`src/rtl/aes_pkg.sv`:
```
// Shared types and constants for the AES round scheduler.
package aes_pkg;

  // Scheduler FSM states; the 3-bit encoding is fully populated.
  typedef enum logic [2:0] {
    IDLE    = 3'd0,
    KEY_CHG = 3'd1,
    LOAD    = 3'd2,
    PREADD  = 3'd3,
    ROUND   = 3'd4,
    FINAL   = 3'd5,
    WAITLAT = 3'd6,
    HOLD    = 3'd7
  } sched_state_t;

  localparam int AES_NR_128 = 10;
  localparam int AES_NR_192 = 12;
  localparam int AES_NR_256 = 14;

  // Width of the round-key index bus and of the round counter.
  localparam int RK_IDX_W = 4;

  // Width of the inter-request spacing counter (ROUND_LAT up to 8).
  localparam int WAIT_W = 4;

endpackage

```
`src/rtl/aes_rk_index.sv`:
```
// Maps the logical round number to the key-schedule index; the inverse cipher
// walks the schedule backwards.
module aes_rk_index
  import aes_pkg::*;
#(
  parameter int NR = 10
) (
  input  logic [RK_IDX_W-1:0] round,
  input  logic                inv,
  output logic [RK_IDX_W-1:0] rk_idx
);

  localparam logic [RK_IDX_W-1:0] NR_L = RK_IDX_W'(NR);

  // Forward: index equals round. Inverse: index counts down from NR.
  always_comb begin
    rk_idx = inv ? (NR_L - round) : round;
  end

endmodule

```
`src/rtl/flex_counter.sv`:
```
// Loadable down-counter that stops at zero; used as the round-key spacing timer.
module flex_counter #(
  parameter int W = 4
) (
  input  logic         clk,
  input  logic         rst,
  input  logic         load,
  input  logic [W-1:0] load_val,
  input  logic         dec,
  output logic [W-1:0] cnt
);

  logic [W-1:0] cnt_q, cnt_d;

  // Load wins over decrement; decrement holds at zero.
  always_comb begin
    cnt_d = cnt_q;
    if (load) begin
      cnt_d = load_val;
    end else if (dec && (cnt_q != '0)) begin
      cnt_d = cnt_q - W'(1);
    end
  end

  // Counter register, cleared asynchronously.
  always_ff @(posedge clk or posedge rst) begin
    if (rst) begin
      cnt_q <= '0;
    end else begin
      cnt_q <= cnt_d;
    end
  end

  assign cnt = cnt_q;

endmodule

```
`src/rtl/aes_round_sched.sv`:
```
// AES round scheduler: sequences load, initial AddRoundKey, NR-1 full rounds,
// final round and result hand-off, and arbitrates key changes between blocks.
// Optional build macro AES_SCHED_PERF_EN adds stall_cnt / blk_cnt counters.
module aes_round_sched
  import aes_pkg::*;
#(
  parameter int NR        = 10,
  parameter int ROUND_LAT = 1
) (
  input  logic                clk,
  input  logic                rst,
  input  logic                blk_valid,
  output logic                blk_ready,
  input  logic                enc_dec,
  input  logic                key_chg_req,
  input  logic                key_chg_done,
  output logic                key_load,
  output logic                key_valid,
  output logic                rk_req,
  output logic [RK_IDX_W-1:0] rk_idx,
  input  logic                rk_ack,
  output logic                dp_load,
  output logic                dp_preadd,
  output logic                dp_round,
  output logic                dp_final,
  output logic                dp_inv,
  output logic                out_valid,
  input  logic                out_ready,
  output logic                busy
`ifdef AES_SCHED_PERF_EN
  ,
  output logic [31:0]         stall_cnt,
  output logic [31:0]         blk_cnt
`endif
);

  localparam logic [RK_IDX_W-1:0] NR_L        = RK_IDX_W'(NR);
  localparam logic [RK_IDX_W-1:0] NR_M1       = RK_IDX_W'(NR - 1);
  localparam logic [WAIT_W-1:0]   WAIT_RELOAD = WAIT_W'(ROUND_LAT - 1);

  sched_state_t        state_q, state_d;
  logic [RK_IDX_W-1:0] round_q, round_d;
  logic                key_valid_q, key_valid_d;
  logic                inv_q, inv_d;

  logic [WAIT_W-1:0]   wait_cnt;
  logic                in_rk_state;
  logic                rk_fire;
  logic [RK_IDX_W-1:0] rk_round;
  logic [RK_IDX_W-1:0] rk_idx_raw;

  // Spacing timer: reloaded on every accepted round key, requests wait for zero.
  flex_counter #(
    .W (WAIT_W)
  ) u_wait_cnt (
    .clk      (clk),
    .rst      (rst),
    .load     (rk_fire),
    .load_val (WAIT_RELOAD),
    .dec      (1'b1),
    .cnt      (wait_cnt)
  );

  aes_rk_index #(
    .NR (NR)
  ) u_rk_index (
    .round  (rk_round),
    .inv    (inv_q),
    .rk_idx (rk_idx_raw)
  );

  // Key-request handshake and datapath strobes; strobes land on the ack cycle.
  always_comb begin
    in_rk_state = (state_q == PREADD) || (state_q == ROUND) || (state_q == FINAL);
    rk_req      = in_rk_state && (wait_cnt == '0);
    rk_fire     = rk_req && rk_ack;

    // Pre-add uses logical round 0, final round uses logical round NR.
    case (state_q)
      PREADD:  rk_round = '0;
      ROUND:   rk_round = round_q;
      FINAL:   rk_round = NR_L;
      default: rk_round = '0;
    endcase

    rk_idx    = rk_req ? rk_idx_raw : '0;
    dp_preadd = rk_fire && (state_q == PREADD);
    dp_round  = rk_fire && (state_q == ROUND);
    dp_final  = rk_fire && (state_q == FINAL);

    // Key changes take priority over a waiting block.
    blk_ready = (state_q == IDLE) && !key_chg_req && blk_valid && key_valid_q;

    key_load  = (state_q == KEY_CHG);
    dp_load   = (state_q == LOAD);
    out_valid = (state_q == HOLD);
    busy      = (state_q != IDLE);
    key_valid = key_valid_q;
    dp_inv    = inv_q;
  end

  // Next-state, round counter, key-valid flag and cipher direction.
  always_comb begin
    state_d     = state_q;
    round_d     = round_q;
    key_valid_d = key_valid_q;
    inv_d       = inv_q;

    case (state_q)
      IDLE: begin
        if (key_chg_req) begin
          state_d = KEY_CHG;
        end else if (blk_valid && key_valid_q) begin
          inv_d   = enc_dec;
          round_d = '0;
          state_d = LOAD;
        end
      end
      KEY_CHG: begin
        if (key_chg_done) begin
          key_valid_d = 1'b1;
          state_d     = IDLE;
        end
      end
      LOAD: begin
        state_d = PREADD;
      end
      PREADD: begin
        if (rk_fire) begin
          round_d = RK_IDX_W'(1);
          state_d = (NR == 1) ? FINAL : ROUND;
        end
      end
      ROUND: begin
        if (rk_fire) begin
          if (round_q == NR_M1) begin
            state_d = FINAL;
          end else begin
            round_d = round_q + RK_IDX_W'(1);
          end
        end
      end
      FINAL: begin
        // The final ack cycle is the first of the ROUND_LAT drain cycles.
        if (rk_fire) begin
          state_d = (ROUND_LAT == 1) ? HOLD : WAITLAT;
        end
      end
      WAITLAT: begin
        if (wait_cnt <= WAIT_W'(1)) begin
          state_d = HOLD;
        end
      end
      HOLD: begin
        if (out_ready) begin
          round_d = '0;
          state_d = IDLE;
        end
      end
      default: begin
        round_d = '0;
        state_d = IDLE;
      end
    endcase
  end

  // Scheduler state registers; reset abandons any block and forgets the key.
  always_ff @(posedge clk or posedge rst) begin
    if (rst) begin
      state_q     <= IDLE;
      round_q     <= '0;
      key_valid_q <= 1'b0;
      inv_q       <= 1'b0;
    end else begin
      state_q     <= state_d;
      round_q     <= round_d;
      key_valid_q <= key_valid_d;
      inv_q       <= inv_d;
    end
  end

`ifdef AES_SCHED_PERF_EN
  logic [31:0] stall_cnt_q, stall_cnt_d;
  logic [31:0] blk_cnt_q, blk_cnt_d;

  // Saturating counters for key-bus stalls and delivered blocks.
  always_comb begin
    stall_cnt_d = stall_cnt_q;
    blk_cnt_d   = blk_cnt_q;
    if (rk_req && !rk_ack && (stall_cnt_q != '1)) begin
      stall_cnt_d = stall_cnt_q + 32'd1;
    end
    if (out_valid && out_ready && (blk_cnt_q != '1)) begin
      blk_cnt_d = blk_cnt_q + 32'd1;
    end
  end

  // Performance counter registers.
  always_ff @(posedge clk or posedge rst) begin
    if (rst) begin
      stall_cnt_q <= '0;
      blk_cnt_q   <= '0;
    end else begin
      stall_cnt_q <= stall_cnt_d;
      blk_cnt_q   <= blk_cnt_d;
    end
  end

  assign stall_cnt = stall_cnt_q;
  assign blk_cnt   = blk_cnt_q;
`endif

endmodule

```
`config.mk`:
```
export PLATFORM = sky130hd
export DESIGN_NAME = aes_round_sched
export DESIGN_NICKNAME = d
export VERILOG_FILES = /design/src/rtl/aes_pkg.sv /design/src/rtl/aes_rk_index.sv /design/src/rtl/flex_counter.sv /design/src/rtl/aes_round_sched.sv
export SDC_FILE = /design/constraint.sdc
export NUM_CORES = 1
export LEC_CHECK = 0
export CAP_MARGIN = 20
export CELL_PAD_IN_SITES_DETAIL_PLACEMENT = 2
export CELL_PAD_IN_SITES_GLOBAL_PLACEMENT = 2
export CORE_MARGIN = 8
export CORE_UTILIZATION = 30
export DETAILED_ROUTE_END_ITERATION = 10
export GPL_TIMING_DRIVEN = 0
export MAX_ROUTING_LAYER = met4
export PLACE_DENSITY = 0.89
export SLEW_MARGIN = 20
export SYNTH_ARGS = -nofsm -noshare
export SYNTH_HDL_FRONTEND = slang
export SYNTH_HIERARCHICAL = 1
export SYNTH_SLANG_ARGS = --single-unit
```
`constraint.sdc`:
```
create_clock -name clk -period 2.4 [get_ports clk]
set_input_delay 0.48 -clock clk [delete_from_list [all_inputs] [get_ports clk]]
set_output_delay 0.48 -clock clk [all_outputs]
set_load 0.02 [all_outputs]
```
* Word level (Yosys, flattened, before mapping) *
Index checks and enable logic that the tools add are counted.

word-level totals
  input bits = 8
  register bits after elaboration = 13
  logic and storage cells = 73
  output and inout port bits = 15

operators by class
  $lt $le $gt $ge = 1
  reduce and logical (&&, ||, !) cells = 22
  add/subtract/negate cells = 3
  equality and inequality tests = 19
  multiplexer cells = 22
  bitwise gates (word level) = 1

operator list
  cell                   count
  $mux W4                10
  $mux W3                9
  $pmux W3 S8            1
  $pmux W4 S4            1
  $ne A2 B2 Y1 const B   7
  $eq A3 B3 Y1 const B   4
  $logic_and A1 B1 Y1    9
  $pmux W4 S2            1
  $reduce_and A8 Y1      1
  $reduce_bool A4 Y1     2
  $reduce_and A7 Y1      1
  $eq A3 B2 Y1 const B   2
  $ne A2 B1 Y1 const B   3
  $add A4 B1 Y4 const B  1
  $eq A4 B4 Y1 const B   1
  $le A4 B1 Y1 const B   1
  $logic_not A4 Y1       1
  $sub A4 B1 Y4 const B  1
  $sub A4 B4 Y4 const A  1
  $eq A3 B1 Y1 const B   1
  $logic_not A3 Y1       1
  $ne A3 B2 Y1 const B   1
  $reduce_and A3 Y1      1
  $reduce_bool A3 Y1     1
  other kinds (5)        6

* Depth between registers and ports, before layout *
Gate-level depths: netlist (run 1).

  depth in word-level cells = 7
  mapped depth = 9

* By module *
The synthesis (run 1) kept the hierarchy.

modules (own cells, without submodules)
  module           cells each  sequential area each (um^2)  instances  area an instance (um^2)
  aes_round_sched  97          225.2                        1          835.8
  flex_counter     28          100.1                        1          249.0
  aes_rk_index     9           0.0                          1          66.3

* Worst setup path after synthesis (run 1) *
No wires, ideal clock.

  path kind = reg-to-output
  from = reg state_q[1]
  to = out rk_idx[1]
  data arrival time = 1.755 ns
  slack = 0.165 ns
  stages on the path, launching flop included = 9
  buffers on the path = 1
  cells stage by stage = dfrtp_1 -> inv_1 -> ha_1 -> clkbuf_1 -> a21oi_1 -> nor2_1 -> ha_1 -> mux2i_1 -> and2_1

on the way
  word-level cells in the longest chain between the ends = 5

RTL lines
  element                 RTL line                text
  start, declared         aes_round_sched.sv:41   sched_state_t state_q, state_d;
  start signal, assigned  aes_round_sched.sv:175  state_q <= state_d;
  $eq A3 B3 Y1            aes_round_sched.sv:79   case (state_q)
  $pmux W4 S2 *           aes_round_sched.sv:79
  net rk_round[1]         aes_round_sched.sv:49   logic [RK_IDX_W-1:0] rk_round;
  $sub A4 B4 Y4           aes_rk_index.sv:17      rk_idx = inv ? (NR_L - round) : round;
  $mux W4 *               aes_rk_index.sv:17
  net rk_idx_raw[1]       aes_round_sched.sv:50   logic [RK_IDX_W-1:0] rk_idx_raw;
  $mux W4 *               aes_round_sched.sv:86   rk_idx = rk_req ? rk_idx_raw : '0;
  end, declared           aes_round_sched.sv:20   output logic [RK_IDX_W-1:0] rk_idx,

The timed path passes the listed nets; every way through them passes the cells marked *.

* Worst setup path after layout (run 1) *
Ends and elaborated chain as after synthesis.

==> reports/results.ini, run 1 <==
[grt]
grt.total_usage_pct=13.9
first_global_vias=1321
grt-ovfl-total=0
grt_pass1_wl_um=6610
antenna_found_initial=0
grt_max_degree=11

[routing]
first_pass_iters=4
vias=1191
wl_um=4190
drt_iter0_markers=38
drc=0
vias_per_cell=5.32
antenna_left=0
avgRoutedWirePerCell_um=18.7

[clock_network]
root_buffer=clkbuf_8
cts_tree=done
htreeDepth=1
cts_hold_buf=0
clock-sinks=13
clkLatencyLatePin_ns=0.25
clock_path_buffers=2
clkSlewWorstSetupHoldPaths_ns=0.06
cts_buffers=3

[final_layout]
area_growth_pct=45.1
multiInputGateArea_um2=861
antennaDiodeCount=0
fillers=411
fin_util_pct=45.3
drive_gt1_share_pct=25.0
layout.nets=193
regArea_um2=327

[die]
fp.dieH_um=77.9
initial_core_util_pct=31.2
die-area_um2=6080
die_w_um=77.9
ios=23
num_rows=22
core_um2=3690

[sta]
max_slew_margin_pct=48.8
hold_viol=0
worst_pin_slew_ns=0.749
period_needed_ns=2.35
finalSetupViolations=0
rsz0062_at_grt=yes
drv_slew=0
period_share_pct=97.8
fin_skew_ns=0.00363
fin_ws_ns=0.0531
fmax_mhz=426

[synth]
avgSynthCellArea_um2=8.59
ys.flop_type=dfrtp_1
synth_seq_cells=13
synth.area.mux_share_pct=3.80
synthTopCellsByCount=dfrtp_1 (13), inv_1 (13), nand2_1 (12), nor2_1 (9), ha_1 (8)
syn_area_um2=1150
synth.top_cell.area_share_pct=28.3
synthXorXnorAreaFrac_pct=1.52
yosys-top-cells-area=dfrtp_1 (28%), ha_1 (8.7%), inv_1 (4.2%)
synthAdderAreaFrac_pct=8.70
yosys.area_share.simple_pct=29.8
ys_async_sr_fraction_pct=100
synth_top_family_by_area=simple AND/OR/NAND/NOR gates
synth_compound_area_share_pct=20.8
yosysSeqAreaShare_pct=28.3
synth_area_leader_cell=dfrtp_1
synth_edf_count=0
yosysWarnings=6
yosysUniqueCellTypes=51
postSynthCellCount=134

[power]
cellLeakagePower_nw=0.763
ir_drop_mv=0.400
power_density_nw_per_um2=1260

[critical_path]
path_buf_inv=3
arrival_ns=1.87
slowest_delay_ns=0.43
crit_fanout=6
cp-end-kind=output port
crit_required_ns=1.92
path_cells=inv_4, ha_4, buf_8, a21oi_4, nor2_4, ha_4, mux2i_1, and2_1, buf_6
cpMostUsedCell=ha_4
slowest_stage=dfrtp_2
crit_type=reg2out
rrSetupSlack_ns=0.11
critPathTopFamily=flip-flops
startpoint_type=flop

[place]
port_buffers=22
globalplace.congestion=0.805
dp_hpwl_um=2970
place_ws_ns=-0.761

[status]
run_status=complete, no violations

[worst_hold_path]
hold_class=in2async

[job]
cap_violations=0

-- cell families (layout without fill, tap and decap cells) --
family	count (synthesis)	in the layout
AOI/OAI and AO/OA	30	30
xor gates and xnor gates	2	2
adders and majority gates	8	8
buffers and inverters	17	53
DFF	13	13
muxes	4	4
other	2	8
and+or+nand+nor	58	58
-- layout by cell type (no fill, tap or decap), types with 5 or more instances in the layout --
cell	netlist	final
clkdlybuf4s50_1	0	12
dlygate4sd2_1	0	5
nor3b_1	5	5
conb_1	2	8
dfrtp_1	13	12
buf_4	1	10
nand2_1	12	11
nor2_1	9	7
and2_1	5	5
inv_1	13	10
o21ai_0	6	6
-- state kept, by name, summed over array words and instances (netlist names) --
name	cells
round_q	4
u_wait_cnt/cnt	4
state_q	3
dp_inv	1
key_valid	1
-- path summary, 6_finish.rpt --
path | from | end | depth (start not counted)
worst max register to register | state_q[1]$_DFFE_PP0P_ | u_wait_cnt/cnt[1]$_DFFE_PP0P_ | 7
worst min register to register | key_valid$_DFFE_PP0P_ | key_valid$_DFFE_PP0P_ | 1
max in group asynchronous | rst | state_q[1]$_DFFE_PP0P_ | 2
worst min-delay path | rst | u_wait_cnt/cnt[2]$_DFFE_PP0P_ | 2
worst max-delay path | state_q[1]$_DFFE_PP0P_ | rk_idx[1] | 9
min in group clk | key_valid$_DFFE_PP0P_ | key_valid$_DFFE_PP0P_ | 1
-- metrics by stage --
stage / hold slack [ns] / area, µm² / setup TNS [ns] / cells / power, mW
finish: 0.436 / 1670 / 0 / 224 / 2.11
detailed placement: 0.507 / 1450 / -3.25 / 210 / 1.58
global placement: 0.490 / 1450 / -2.47 / 210 / 1.50
CTS: 0.443 / 1590 / -0.0429 / 219 / 1.97
global route: 0.457 / 1670 / -0.0256 / 224 / 2.25
floorplan: 0.246 / 1170 / 0 / 140 / 1.21
-- timing repair --
item	4_1_cts	5_1_grt
setup endpoints to repair	11	5
resized for setup	41	12
setup buffers	5	6
pin swaps	3	6
-- metal layers --
| layer | track usage, % | part of all wire, % |
|---|---|---|
| met1 | 14.2 | 41 |
| met4 | 7.41 | 2.2 |
| met3 | 2.53 | 4.2 |
| met5 | - | 0 |
| met2 | 24.6 | 53 |
-- final cells by class --
type,instances,area share (%)
tap,48,3.60
inverter,13,3.07
multi-input combinational,110,51.5
clock buffer,4,2.70
buffer,4,2.32
timing repair buffer,32,17.2
sequential,13,19.6
-- worst register-to-register path, stage by stage, from the launching register on --
cell and delay, ns:
dfrtp_2 0.43, buf_4 0.17, ha_2 0.21, and2b_1 0.19
o211ai_1 0.32, inv_1 0.22, or4_1 0.56, nand3_1 0.11
-- power breakdown --
part	internal [mW]	switching, mW
Combinational	0.682	0.784
Clock	0.118	0.0940
Sequential	0.302	0.129
Power figures use the tool's default switching activity.
==> inputs of run 2 (changes only) <==
--- a/config.mk
+++ b/config.mk
@@ -8,12 +8,12 @@
 export CAP_MARGIN = 20
 export CELL_PAD_IN_SITES_DETAIL_PLACEMENT = 2
 export CELL_PAD_IN_SITES_GLOBAL_PLACEMENT = 2
-export CORE_MARGIN = 8
-export CORE_UTILIZATION = 30
+export CORE_UTILIZATION = 31
+export CTS_BUF_LIST = sky130_fd_sc_hd__clkbuf_8
 export DETAILED_ROUTE_END_ITERATION = 10
 export GPL_TIMING_DRIVEN = 0
 export MAX_ROUTING_LAYER = met4
-export PLACE_DENSITY = 0.89
+export PLACE_DENSITY_LB_ADDON = 0.1
 export SLEW_MARGIN = 20
 export SYNTH_ARGS = -nofsm -noshare
 export SYNTH_HDL_FRONTEND = slang
==> run 2 against run 1 <==
Net effect:
- highest routed layer unchanged
- largest cell class unchanged
- the flow now finishes with violations (negative setup slack)
- largest power group unchanged
- critical path depth shrank 2
- worst setup slack lost 0.21 ns
- non-clock buffer count is 3 higher
==> reports/results.ini, run 2 (synthesis results as in run 1) <==
[grt]
grt_max_degree=11  ; unchanged
grt-ovfl-total=0  ; unchanged
first_global_vias=1290  ; was 1321
grt.total_usage_pct=21.4  ; was 13.9%
grt_pass1_wl_um=6470  ; was 6610 µm
antenna_found_initial=0  ; unchanged

[routing]
wl_um=4820  ; was 4190 µm
drc=0  ; unchanged
vias_per_cell=5.31  ; was 5.32
first_pass_iters=4  ; unchanged
antenna_left=0  ; unchanged
avgRoutedWirePerCell_um=21.4  ; was 18.7 µm
vias=1194  ; was 1191
drt_iter0_markers=45  ; was 38

[final_layout]
antennaDiodeCount=0  ; unchanged
fin_cells=225  ; was 224
layout.nets=196  ; was 193
final_cell_mix=buf_4 (13), nand2_1 (12), inv_1 (12), clkdlybuf4s50_1 (12), dfrtp_1 (11)  ; was dfrtp_1 (12), clkdlybuf4s50_1 (12), nand2_1 (11)
drive_gt1_share_pct=25.7  ; was 25.0%
finalInstanceArea_um2=1680  ; was 1670 µm²
layout_commonest_cell=buf_4
area_growth_pct=46.3  ; was 45.1%

[power]
finalPower_mw=2.22  ; was 2.11 mW
ir_drop_mv=0.412  ; was 0.400 mV
power_density_nw_per_um2=1320  ; was 1260 nW/µm²
cellLeakagePower_nw=0.775  ; was 0.763 nW

[die]
die-area_um2=3960  ; was 6080 µm²
die_w_um=62.9  ; was 77.9 µm
fp.dieH_um=62.9  ; was 77.9 µm
initial_core_util_pct=33.4  ; was 31.2%
core_um2=3440  ; was 3690 µm²
num_rows=21  ; was 22
ios=23  ; unchanged

[sta]
fin_skew_ns=0.00382  ; was 0.00363 ns
period_share_pct=106  ; was 97.8%
drv_slew=0  ; unchanged
fin_ws_ns=-0.152  ; was 0.0531 ns
rsz0062_at_grt=yes  ; unchanged
period_needed_ns=2.55  ; was 2.35 ns
fmax_mhz=392  ; was 426 MHz
fin_tns_setup_ns=-0.385  ; was 0 ns
finalSetupViolations=5  ; was 0
hold_viol=0  ; unchanged
max_slew_margin_pct=26.8  ; was 48.8%
worst_pin_slew_ns=1.07  ; was 0.749 ns

[place]
placed_cells=208  ; was 210
placed_area_um2=1450  ; about the same
dp_hpwl_um=2610  ; was 2970 µm
globalplace.congestion=0.780  ; was 0.805
place_ws_ns=-0.663  ; was -0.761 ns
port_buffers=22  ; unchanged

[critical_path]
slowest_stage=a2111oi_0  ; was dfrtp_2
path_buf_inv=2  ; was 3
path_cells=inv_2, buf_4, ha_1, a2111oi_0, o21ai_0, nand4_1, a2bb2oi_1  ; was inv_4, ha_4, buf_8, a21oi_4, nor2_4, ha_4, mux2i_1, and2_1, buf_6
crit_type=reg2reg  ; was reg2out
crit_required_ns=2.56  ; was 1.92 ns
crit_fanout=5  ; was 6
arrival_ns=2.71  ; was 1.87 ns
cp-end-kind=flop  ; was output port
critPathTopFamily=compound AO/OA/AOI/OAI gates  ; was flip-flops
slowest_delay_ns=0.90  ; was 0.43 ns
startpoint_type=flop  ; unchanged

[clock_network]
clkSlewWorstSetupHoldPaths_ns=0.06  ; about the same
cts_buffers=3  ; unchanged
htreeDepth=1  ; unchanged
cts_hold_buf=0  ; unchanged
clock-sinks=13  ; unchanged
root_buffer=clkbuf_8  ; unchanged
cts_tree=done  ; unchanged
clkLatencyLatePin_ns=0.25  ; about the same
clock_path_buffers=2  ; unchanged

[status]
violations=negative setup slack
run_status=finished with violations  ; was complete, no violations

[worst_hold_path]
hold_class=in2async  ; unchanged

[job]
cap_violations=0  ; unchanged

run 2: power breakdown:
group | switching [mW] | leakage, nW | internal, mW
logic | 0.854 | 0.588 | 0.724
clock network | 0.0940 | 0.0269 | 0.114
registers | 0.133 | 0.159 | 0.304
run 2: metal layers:
layer	vias up	part of all wire, %	track usage [%]
li1	564	-	-
met1	601	43	24.9
met2	22	53	37.1
met3	7	1.9	3.65
met4	0	1.8	6.40
met5	-	0	-
run 2: cell type report:
| cell class | count | area, µm² |
|---|---|---|
| Sequential cell | 13 | 328 |
| Clock buffer | 3 | 41.3 |
| Inverter | 13 | 51.3 |
| Buffer | 4 | 38.8 |
| Multi-Input combinational cell | 110 | 847 |
| Tap cell | 46 | 57.6 |
| Fill cell | 377 | 1760 |
| Clock inverter | 1 | 3.75 |
| Timing Repair Buffer | 35 | 317 |
run 2: final timing paths:
path,startpoint,endpoint,slack (ns),cells after the start
max,state_q[0]$_DFFE_PP0P_,state_q[0]$_DFFE_PP0P_,-0.15,7
max in group asynchronous,rst,state_q[1]$_DFFE_PP0P_,1.51,2
min,rst,u_wait_cnt/cnt[0]$_DFFE_PP0P_,0.46,2
min reg2reg,key_valid$_DFFE_PP0P_,key_valid$_DFFE_PP0P_,0.52,1
max reg2reg,state_q[0]$_DFFE_PP0P_,state_q[0]$_DFFE_PP0P_,-0.15,7
min in group clk,key_valid$_DFFE_PP0P_,key_valid$_DFFE_PP0P_,0.52,1
run 2: worst reg2reg max path, stage by stage (launching register included):
cell and delay, ns:
dfrtp_2 0.39, inv_2 0.07, buf_4 0.14, ha_1 0.26, a2111oi_0 0.91, o21ai_0 0.28, nand4_1 0.21, a2bb2oi_1 0.21
run 2: timing repair:
item | 4_1_cts | 5_1_grt
buffers inserted | 6 | 7
endpoints found under the setup margin | 11 | 7
pin swaps | 4 | 5
gates resized for setup | 42 | 14
run 2: per-stage QoR:
stage	hold WS, ns	util (%)
final	0.457	48.9
after global routing	0.494	48.9
after CTS	0.459	46.2
after detailed placement	0.507	42.2
after global placement	0.494	42.2
after floorplan	0.246	-
==> inputs of run 3 (changes only) <==
--- a/config.mk
+++ b/config.mk
@@ -8,14 +8,15 @@
 export CAP_MARGIN = 20
 export CELL_PAD_IN_SITES_DETAIL_PLACEMENT = 2
 export CELL_PAD_IN_SITES_GLOBAL_PLACEMENT = 2
-export CORE_UTILIZATION = 31
+export CORE_UTILIZATION = 29
 export CTS_BUF_LIST = sky130_fd_sc_hd__clkbuf_8
 export DETAILED_ROUTE_END_ITERATION = 10
 export GPL_TIMING_DRIVEN = 0
+export HOLD_SLACK_MARGIN = 0.03
 export MAX_ROUTING_LAYER = met4
 export PLACE_DENSITY_LB_ADDON = 0.1
+export RECOVER_POWER = 50
 export SLEW_MARGIN = 20
 export SYNTH_ARGS = -nofsm -noshare
 export SYNTH_HDL_FRONTEND = slang
-export SYNTH_HIERARCHICAL = 1
 export SYNTH_SLANG_ARGS = --single-unit
==> run 3 against run 2 <==
Net effect:
- die area is 10% lower
- register-to-register slack improved by 0.37 ns
- critical path type is now reg2out
- the flow now finishes without violations
- maximum frequency rose by 11%
==> reports/results.ini, run 3 <==
[status]
run_status=complete, no violations  ; was finished with violations

[synth]
avgSynthCellArea_um2=8.36  ; was 8.59 µm²
ys_async_sr_fraction_pct=100  ; unchanged
synth_top_family_by_area=simple AND/OR/NAND/NOR gates  ; unchanged
synthTopCellsByCount=dfrtp_1 (13), o21ai_0 (12), nand2_1 (10), nor2_1 (10), inv_1 (7)  ; was dfrtp_1 (13), inv_1 (13), nand2_1 (12), nor2_1 (9), ha_1 (8)
synthXorXnorAreaFrac_pct=2.73  ; was 1.52%
synth_edf_count=0  ; unchanged
synthAdderAreaFrac_pct=5.21  ; was 8.70%
synth.most_common_cell=dfrtp_1
synth_compound_area_share_pct=18.5  ; was 20.8%
yosysSeqAreaShare_pct=33.9  ; was 28.3%
yosysUniqueCellTypes=42  ; was 51
synth_area_leader_cell=dfrtp_1  ; unchanged
postSynthCellCount=115  ; was 134
yosys-top-cells-area=dfrtp_1 (34%), o21ai_0 (6.3%), ha_1 (5.2%)  ; was dfrtp_1 (28%), ha_1 (8.7%), inv_1 (4.2%)
ys.flop_type=dfrtp_1  ; unchanged
synth.area.mux_share_pct=3.26  ; was 3.80%
syn_nets=127
yosys.area_share.simple_pct=30.5  ; was 29.8%
syn_area_um2=961  ; was 1150 µm²
synth_seq_cells=13  ; unchanged
synth.top_cell.area_share_pct=33.9  ; was 28.3%
yosysWarnings=0  ; was 6

[die]
num_rows=20  ; was 21
die-area_um2=3550  ; was 3960 µm²
core_um2=3100  ; was 3440 µm²
fp.dieH_um=59.6  ; was 62.9 µm
initial_core_util_pct=31.0  ; was 33.4%
ios=23  ; unchanged
die_w_um=59.6  ; was 62.9 µm

[routing]
drt_iter0_markers=37  ; was 45
wl_um=3100  ; was 4820 µm
antenna_left=0  ; unchanged
avgRoutedWirePerCell_um=16.4  ; was 21.4 µm
first_pass_iters=3  ; was 4
vias=985  ; was 1194
drc=0  ; unchanged
vias_per_cell=5.21  ; was 5.31

[clock_network]
clock-sinks=13  ; unchanged
cts_tree=done  ; unchanged
root_buffer=clkbuf_8  ; unchanged
cts_buffers=3  ; unchanged
clock_path_buffers=2  ; unchanged
clkSlewWorstSetupHoldPaths_ns=0.06  ; about the same
htreeDepth=1  ; unchanged
cts_hold_buf=0  ; unchanged
clkLatencyLatePin_ns=0.25  ; about the same

[sta]
max_slew_margin_pct=63.0  ; was 26.8%
period_needed_ns=2.29  ; was 2.55 ns
period_share_pct=95.6  ; was 106%
rsz0062_at_grt=no  ; was yes
worst_pin_slew_ns=0.554  ; was 1.07 ns
hold_viol=0  ; unchanged
finalSetupViolations=0  ; was 5
fmax_mhz=436  ; was 392 MHz
fin_skew_ns=0.00261  ; was 0.00382 ns
drv_slew=0  ; unchanged
whs_ns=0.537  ; was 0.457 ns

[grt]
grt.total_usage_pct=19.3  ; was 21.4%
antenna_found_initial=0  ; unchanged
grt_max_degree=14  ; was 11
grt-ovfl-total=0  ; unchanged
first_global_vias=976  ; was 1290
grt_pass1_wl_um=4890  ; was 6470 µm

[final_layout]
final_cell_mix=dfrtp_1 (13), o21ai_0 (11), nor2_1 (10)  ; was buf_4 (13), nand2_1 (12), inv_1 (12), clkdlybuf4s50_1 (12), dfrtp_1 (11)
fillers=362  ; was 377
layout.nets=158  ; was 196
area_growth_pct=36.8  ; was 46.3%
fin_cells=189  ; was 225
layout_commonest_cell=dfrtp_1  ; was buf_4
antennaDiodeCount=0  ; unchanged
drive_gt1_share_pct=22.1  ; was 25.7%

[place]
dp_hpwl_um=2180  ; was 2610 µm
placed_cells=181  ; was 208
port_buffers=22  ; unchanged
globalplace.congestion=0.746  ; was 0.780

[critical_path]
reg2reg_depth=8  ; was 7
r2r_start=u_wait_cnt.cnt[1]$_DFFE_PP0P_  ; was state_q[0]$_DFFE_PP0P_
crit_fanout=10  ; was 5
crit_required_ns=1.92  ; was 2.56 ns
startpoint_type=flop  ; unchanged
worstReg2RegEnd=round_q[3]$_DFFE_PP0P_  ; was state_q[0]$_DFFE_PP0P_
cp-end-kind=output port  ; was flop
rrSetupSlack_ns=0.22  ; was -0.15 ns
crit_type=reg2out  ; was reg2reg
arrival_ns=1.81  ; was 2.71 ns

[job]
cap_violations=0  ; unchanged

[worst_hold_path]
hold_class=reg2reg  ; was in2async
hold_depth=1
hold_end=key_valid$_DFFE_PP0P_
min_from=key_valid$_DFFE_PP0P_

[power]
cellLeakagePower_nw=0.611  ; was 0.775 nW
power_density_nw_per_um2=1000  ; was 1320 nW/µm²
ir_drop_mv=0.327  ; was 0.412 mV

## run 3: changes by cell type after synthesis, moves of 3 or more
cell and change:
nor3b_1 -4, ha_1 -4, o31ai_1 +3, and2_1 -5, o21ai_0 +6, inv_1 -6
## run 3: logic make-up (layout without fill, tap and decap cells)
| group | after synthesis | count (layout) |
|---|---|---|
| AO/OA/AOI/OAI | 28 | 28 |
| buffers and inverters | 13 | 43 |
| XOR/XNOR | 3 | 3 |
| AND/OR/NAND/NOR | 51 | 51 |
| flip-flops | 13 | 13 |
| multiplexers | 3 | 3 |
| adder cells (fa/ha/maj) | 4 | 4 |
## run 3: worst max path at each step
stage	startpoint	endpoint	slack [ns]	depth (start not counted)
floorplan	u_wait_cnt.cnt[0]$_DFFE_PP0P_	rk_idx[2]	0.31	5
global placement	u_wait_cnt.cnt[0]$_DFFE_PP0P_	dp_final	-0.21	7
detailed placement	u_wait_cnt.cnt[0]$_DFFE_PP0P_	dp_final	-0.34	7
CTS	u_wait_cnt.cnt[0]$_DFFE_PP0P_	dp_final	0.02	7
global route	state_q[1]$_DFFE_PP0P_	rk_idx[3]	0.004	7
finish	state_q[1]$_DFFE_PP0P_	rk_idx[3]	0.11	7
## run 3: critical path, cell delays in order, from the launching register on
cell     delay, ns
dfrtp_1       0.36
buf_4         0.16
or3b_1        0.38
buf_4         0.19
o21ai_2       0.15
xnor2_1       0.08
nor2_1        0.08
buf_2         0.16
## run 3: per-stage QoR
step	setup WS (ns)	total power [mW]	utilization (%)	cell area, µm²	setup TNS [ns]
floorplan	0.310	0.834	-	961	0
global placement	-0.210	1.12	39.8	1240	-1.14
detailed placement	-0.342	1.14	39.8	1240	-1.46
CTS	0.0212	1.34	41.6	1290	0
global route	0.00445	1.42	42.4	1320	0
finish	0.106	1.32	42.4	1320	0
## run 3: metal layers
layer | track usage (%) | vias up | routed length [µm]
met3 | 3.28 | 4 | 83
met1 | 24.7 | 497 | 1490
met5 | - | - | 0
li1 | - | 469 | -
met4 | 4.98 | 0 | 19
met2 | 31.5 | 15 | 1510
## run 3: cell type report
class | instances | area [µm²] | share of cell area (%)
multi-input cells | 89 | 611 | 46.4
flip-flops and latches | 13 | 325 | 24.7
repair buffers | 26 | 219 | 16.7
well taps | 44 | 55.1 | 4.19
clock buffers | 3 | 41.3 | 3.14
plain buffers | 6 | 33.8 | 2.57
inverters | 7 | 26.3 | 2.00
clock inverters | 1 | 3.75 | 0.285
## run 3: repair_timing
action | in CTS | in global routing
setup buffers | 3 | 1
resized for setup | 32 | 13
endpoints found under the setup margin | 11 | 9
## run 3: report_power, final
group | switching, mW | internal [mW] | total, mW
registers | 0.0472 | 0.263 | 0.311
logic | 0.495 | 0.310 | 0.805
clock network | 0.0912 | 0.113 | 0.205
total | 0.633 | 0.687 | 1.32
